## src/rtl/audio_note_detector.sv

```systemverilog
// Audio note detector: pops samples from the codec input FIFO, times hysteretic rising zero-crossings
// and decodes the period to one of seven notes C..B. Define NOTE_DETECT_STEREO_EN to average left and right.
module audio_note_detector #(
  parameter logic signed [31:0] HYST      = 32'sd4000000,
  parameter int unsigned        PER_C     = 192000,
  parameter int unsigned        PER_D     = 172000,
  parameter int unsigned        PER_E     = 152000,
  parameter int unsigned        PER_F     = 143000,
  parameter int unsigned        PER_G     = 128000,
  parameter int unsigned        PER_A     = 114000,
  parameter int unsigned        PER_B     = 102000,
  parameter int unsigned        TOL_SHIFT = 5,
  parameter int unsigned        STABLE_N  = 3,
  parameter int unsigned        TIMEOUT   = 400000
) (
  input  logic        CLOCK_50,
  input  logic        reset,
  input  logic        audio_in_available,
  input  logic [31:0] left_channel_audio_in,
  input  logic [31:0] right_channel_audio_in,
  output logic        read_audio_in,
  output logic [6:0]  note_onehot,
  output logic        note_valid,
  output logic [31:0] period_cycles
);

  localparam int unsigned SW = 32;
  localparam int unsigned NW = 7;
  localparam int unsigned MW = 4;

  typedef enum logic {BELOW, ABOVE} xing_t;

  logic signed [SW-1:0] sample_next_c;
  logic signed [SW-1:0] sample_q;
  logic                 sample_vld_q;
  logic                 pop_c;

  xing_t                xing_q;
  xing_t                xing_next_c;
  logic                 rise_c;

  logic [SW-1:0]        cnt_q;
  logic                 armed_q;
  logic [MW-1:0]        match_q;
  logic [NW-1:0]        prev_q;
  logic [NW-1:0]        hits_c;
  logic [NW-1:0]        cand_c;
  logic                 timeout_c;
  logic                 locked_c;

  // Sample source: left only, or the non-overflowing average of both channels.
`ifdef NOTE_DETECT_STEREO_EN
  logic [SW:0] sum_c;
  assign sum_c         = {left_channel_audio_in[SW-1], left_channel_audio_in}
                       + {right_channel_audio_in[SW-1], right_channel_audio_in};
  assign sample_next_c = sum_c[SW:1];
`else
  logic unused_right_c;
  assign unused_right_c = ^right_channel_audio_in;
  assign sample_next_c  = left_channel_audio_in;
`endif

  assign pop_c = audio_in_available && !read_audio_in;

  // FIFO pop strobe and sample capture; the strobe can never fire two cycles in a row.
  always_ff @(posedge CLOCK_50 or posedge reset) begin
    if (reset) begin
      read_audio_in <= 1'b0;
      sample_vld_q  <= 1'b0;
      sample_q      <= '0;
    end else begin
      read_audio_in <= pop_c;
      sample_vld_q  <= pop_c;
      if (pop_c) begin
        sample_q <= sample_next_c;
      end
    end
  end

  // Crossing FSM: state register.
  always_ff @(posedge CLOCK_50 or posedge reset) begin
    if (reset) begin
      xing_q <= BELOW;
    end else begin
      xing_q <= xing_next_c;
    end
  end

  // Crossing FSM: next state; samples inside the hysteresis band hold the state.
  always_comb begin
    xing_next_c = xing_q;
    if (sample_vld_q) begin
      case (xing_q)
        BELOW:   if (sample_q > HYST)  xing_next_c = ABOVE;
        ABOVE:   if (sample_q < -HYST) xing_next_c = BELOW;
        default: xing_next_c = BELOW;
      endcase
    end
  end

  // Crossing FSM: rising event output.
  always_comb begin
    rise_c = 1'b0;
    if (xing_q == BELOW && sample_vld_q && sample_q > HYST) begin
      rise_c = 1'b1;
    end
  end

  function automatic logic in_window(input logic [SW-1:0] c, input logic [SW-1:0] per);
    logic [SW-1:0] tol;
    tol = per >> TOL_SHIFT;
    return (c >= per - tol) && (c <= per + tol);
  endfunction

  assign hits_c = {in_window(cnt_q, SW'(PER_C)), in_window(cnt_q, SW'(PER_D)),
                   in_window(cnt_q, SW'(PER_E)), in_window(cnt_q, SW'(PER_F)),
                   in_window(cnt_q, SW'(PER_G)), in_window(cnt_q, SW'(PER_A)),
                   in_window(cnt_q, SW'(PER_B))};

  // Overlapping windows resolve toward the lower note (C wins).
  always_comb begin
    cand_c = '0;
    if      (hits_c[6]) cand_c = 7'b1000000;
    else if (hits_c[5]) cand_c = 7'b0100000;
    else if (hits_c[4]) cand_c = 7'b0010000;
    else if (hits_c[3]) cand_c = 7'b0001000;
    else if (hits_c[2]) cand_c = 7'b0000100;
    else if (hits_c[1]) cand_c = 7'b0000010;
    else if (hits_c[0]) cand_c = 7'b0000001;
  end

  assign timeout_c = (cnt_q == SW'(TIMEOUT));
  assign locked_c  = (match_q >= MW'(STABLE_N));

  // Period counter, arming and stability tracking; timeout forces the next edge to re-arm.
  always_ff @(posedge CLOCK_50 or posedge reset) begin
    if (reset) begin
      cnt_q         <= '0;
      armed_q       <= 1'b0;
      match_q       <= '0;
      prev_q        <= '0;
      period_cycles <= '0;
    end else begin
      if (!timeout_c) begin
        cnt_q <= cnt_q + 32'd1;
      end
      if (timeout_c) begin
        match_q <= '0;
        armed_q <= 1'b0;
        if (rise_c) begin
          cnt_q   <= '0;
          armed_q <= 1'b1;
        end
      end else if (rise_c) begin
        cnt_q <= '0;
        if (!armed_q) begin
          armed_q <= 1'b1;
        end else begin
          period_cycles <= cnt_q;
          if (cand_c == '0) begin
            match_q <= '0;
          end else if (cand_c == prev_q) begin
            if (!locked_c) begin
              match_q <= match_q + 4'd1;
            end
          end else begin
            prev_q  <= cand_c;
            match_q <= 4'd1;
          end
        end
      end
    end
  end

  // Reported note follows the stability tracker one cycle later.
  always_ff @(posedge CLOCK_50 or posedge reset) begin
    if (reset) begin
      note_onehot <= '0;
      note_valid  <= 1'b0;
    end else begin
      note_onehot <= locked_c ? prev_q : '0;
      note_valid  <= locked_c && (prev_q != '0);
    end
  end

endmodule

```

## config.mk

```make
export PLATFORM = sky130hd
export DESIGN_NAME = audio_note_detector
export DESIGN_NICKNAME = d
export VERILOG_FILES = /design/src/rtl/audio_note_detector.sv
export SDC_FILE = /design/constraint.sdc
export NUM_CORES = 1
export LEC_CHECK = 0
export ABC_AREA = 1
export BUFFER_PORTS_ARGS = -buffer_cell sky130_fd_sc_hd__buf_2
export CAP_MARGIN = 20
export CORE_MARGIN = 2
export CORE_UTILIZATION = 50
export CTS_BUF_LIST = sky130_fd_sc_hd__clkbuf_16
export DETAILED_ROUTE_END_ITERATION = 10
export GPL_TIMING_DRIVEN = 0
export PLACE_DENSITY = 0.73
export SLEW_MARGIN = 20
export SYNTH_ARGS = -nofsm -noshare
export SYNTH_HDL_FRONTEND = slang
export SYNTH_SLANG_ARGS = --single-unit
```

## constraint.sdc

```tcl
create_clock -name CLOCK_50 -period 3.7 [get_ports CLOCK_50]
set_input_delay 0.185 -clock CLOCK_50 [delete_from_list [all_inputs] [get_ports CLOCK_50]]
set_output_delay 0.185 -clock CLOCK_50 [all_outputs]
set_load 0.01 [all_outputs]
```

==> metrics.md <==
| Metric | Value |
|---|---|
| FF-to-FF Start | cnt_q[1] |
| Post-synth top area cell | dfrtp_1 |
| Vias | 6592 |
| Setup repair after global routing missed its margin | false |
| Hold WC Path Type | primary input to flip-flop |
| Flops & latches, synth | 118 |
| EDFF count, synth | 0 |
| Wire per inst | 15.75 um |
| Fmax | 339.9 MHz |
| Fin crit share | 0.7952 |
| Total CTS buffers | 17 |
| Yosys cell types | 46 |
| CORE AREA | 0.01335 mm^2 |
| Ant. Diodes | 0 |
| Fin. max-slew vios | 0 |
| Die W | 121.1 um |
| Sequential cell fraction of total power | 0.376 |
| Top-count cell post-synth | nand2_1 |
| R2r setup slk | 0.76 ns |
| Post-synth top flop | dfrtp_1 |
| IO Pins | 108 |
| Placed insts | 1177 |
| Die Y | 121.1 um |
| CTS Root Cell | clkbuf_16 |
| TritonRoute pass-1 iters | 4 |
| PortBufs | 75 |
| Post-synthesis sequential area ratio | 0.4303 |
| Met3 wire length | 1240 um |
| Pleak | 4.258 nW |
| Final wirelength | 19560 um |
| Commonest cells post-synth | nand2_1 (264), dfrtp_1 (118), nor2_1 (90) |
| WHS Path Cells | 4 |
| CTS tree | built |
| Clock sinks | 118 |
| Via density | 5.308 |
| Cell row count | 42 |
| R2r endpoint | period_cycles[12] |
| Setup TNS | 0 ns |
| DRC errors left | 0 |
| WP data required | 3.99 ns |
| CTS Buffer Depth | 2 |
| Synth Net Count | 996 |
| Crit path time final | 2.942 ns |
| Synthesized area | 0.006862 mm^2 |
| Clock Latency Late Sink | 0.43 ns |
| Worst Path Arrival | 3.24 ns |
| Multi-input gate area | 0.003317 mm^2 |
| Initial antenna violation count | 0 |
| Crit end category | flip-flop |
| ANT nets after route | 0 |
| Endpoints failing hold | 0 |
| Global Route Usage Sum | 0.2812 |
| Final Wtd Congestion | 1.091 |
| Main area contributors after synthesis | dfrtp_1 (43%), nand2_1 (14%), nor2_1 (4.9%) |
| Yosys top cell area share | 0.4303 |
| Clk_skew | 0.01096 ns |
| Largest net degree at the start of global routing | 83 |
| Worst vdd ir | 533.6 uV |
| Layout Utilization | 0.6332 |
| Power density cells | 471.7 mW/mm^2 |
| Crit path from | cnt_q[1] |
| MaxCap Viol Count | 0 |
| Worst Setup EP | period_cycles[12] |
| Cells after Synth | 925 |
| Post-CTS Setup Inserts | 0 |
| P_int | 2.773 mW |
| Storage element area | 0.002953 mm^2 |
| Final Setup Violations | 0 |
| Clock share of power | 0.443 |
| First-pass GRT wire length | 31890 um |
| Post-synth ARST share | 1.000 |
| Worst-path clk slew | 0.06 ns |
| Number of DRC markers in iteration 0 | 556 |
| Max transition margin | 0.5108 |
| Outcome | finished clean |
| Crit Path Max Fanout | 10 |
| Metal2 WL | 9138 um |
| Syn Area/Cell | 7.418 um^2 |
| Ys Warns | 0 |
| Reg2Reg Depth | 10 |
| Die ar. | 0.01468 mm^2 |
| Nets | 1124 |
| Switching pwr | 1.214 mW |
| Initial Utilization | 0.5141 |
| Grt ovf | 0 |
| Critical Path Start Type | flip-flop |
| Layout cell share with drive strength beyond 1 | 0.2092 |
| Vias in the first global route | 6382 |
| Worst Tran Pin Value | 0.7338 ns |
| DP HPWL | 14010 um |
| Metal-1 WL | 8640 um |
| Switching Share | 0.3045 |
| Non-Filler Instances | 1242 |
| Top routing layer in use | met4 |
| Fillcell total | 1160 |
| P&R area growth vs syn | 23.18% |
| Kind of critical path | flip-flop to flip-flop |
| Comb pwr share | 0.181 |
| H-tree levels | 4 |
## placed cells by master, fill, tap and decap left out, types with 21 or more instances in the layout
| master | instances |
|---|---|
| a21oi_1 | 36 |
| buf_2 | 80 |
| dfrtp_1 | 118 |
| dlygate4sd3_1 | 33 |
| inv_1 | 86 |
| inv_2 | 22 |
| nand2_1 | 264 |
| nand2_2 | 23 |
| nand3_1 | 51 |
| nand4_1 | 24 |
| nor2_1 | 90 |
| nor3_1 | 21 |
| o21ai_0 | 67 |
## critical path, cell delays in order, from the launching register on
cell	delay [ns]
dfrtp_1	0.44
inv_1	0.25
ha_1	0.36
nand2_1	0.16
nor3_1	0.28
nand3_1	0.10
nor3_1	0.26
inv_1	0.18
nand2_2	0.27
clkbuf_1	0.33
o21ai_0	0.17
## layout make-up
cell class              instances  area share
multi-input cells             669      0.3924
flip-flops and latches        118      0.3494
repair buffers                109     0.08675
inverters                     112     0.05078
clock buffers                  17     0.05033
well taps                     176     0.02605
clock inverters                15     0.02383
plain buffers                  26     0.02043
## worst min path at each step
stage / start / endpoint / slack, ns
6_report: audio_in_available / sample_q[5] / 0.23
5_1_grt: audio_in_available / sample_q[4] / 0.24
4_1_cts: audio_in_available / sample_q[4] / 0.21
3_5_place_dp: reset / note_onehot[6] / 0.20
3_3_place_gp: left_channel_audio_in[1] / sample_q[1] / 0.38
2_1_floorplan: left_channel_audio_in[0] / sample_q[0] / 0.29
## sequential cells by signal, summed over array words and instances (netlist names)
signal         cells
sample_vld_q       1
prev_q             7
note_onehot        7
match_q            4
note_valid         1
armed_q            1
sample_q          32
xing_q             1
cnt_q             32
period_cycles     32
## logic make-up after synthesis
family / Yosys count / synth area share
AOI/OAI and AO/OA: 130 / 0.1041
xor gates and xnor gates: 3 / 0.003830
adders and majority gates: 4 / 0.007294
buffers and inverters: 138 / 0.08698
DFF: 118 / 0.4303
muxes: 2 / 0.003282
and+or+nand+nor: 530 / 0.3642
## what timing repair did
item                      4_1_cts  5_1_grt
gates resized for setup         0        0
hold buffers                   33        0
hold endpoints to repair       68        0
## metal layers
layer | vias up | track usage
met2 | 224 | 0.4505
met4 | 0 | 0.1070
met5 | - | 0
li1 | 3252 | -
met1 | 3072 | 0.3690
met3 | 44 | 0.06861
## through the flow
stage	power, mW	hold WS, ns	setup WS, ns	instance area (um^2)
floorplan	1.955	0.2946	0.3859	6862
global route	4.164	0.2429	0.5333	8452
finish	3.987	0.2333	0.7577	8452
global placement	2.183	0.3789	-0.9137	7457
detailed placement	2.200	0.2001	0.7932	7490
CTS	3.996	0.2115	0.7862	8447
## power groups by stage
stage / clock network [mW] / registers [mW] / logic [mW]
2_1_floorplan: 0 / 1.51 / 0.444
3_3_place_gp: 0 / 1.52 / 0.668
3_5_place_dp: 0 / 1.52 / 0.684
4_1_cts: 1.79 / 1.50 / 0.712
5_1_grt: 1.84 / 1.51 / 0.809
6_report: 1.77 / 1.50 / 0.722
Note: power is estimated with default switching activity, not from simulation.
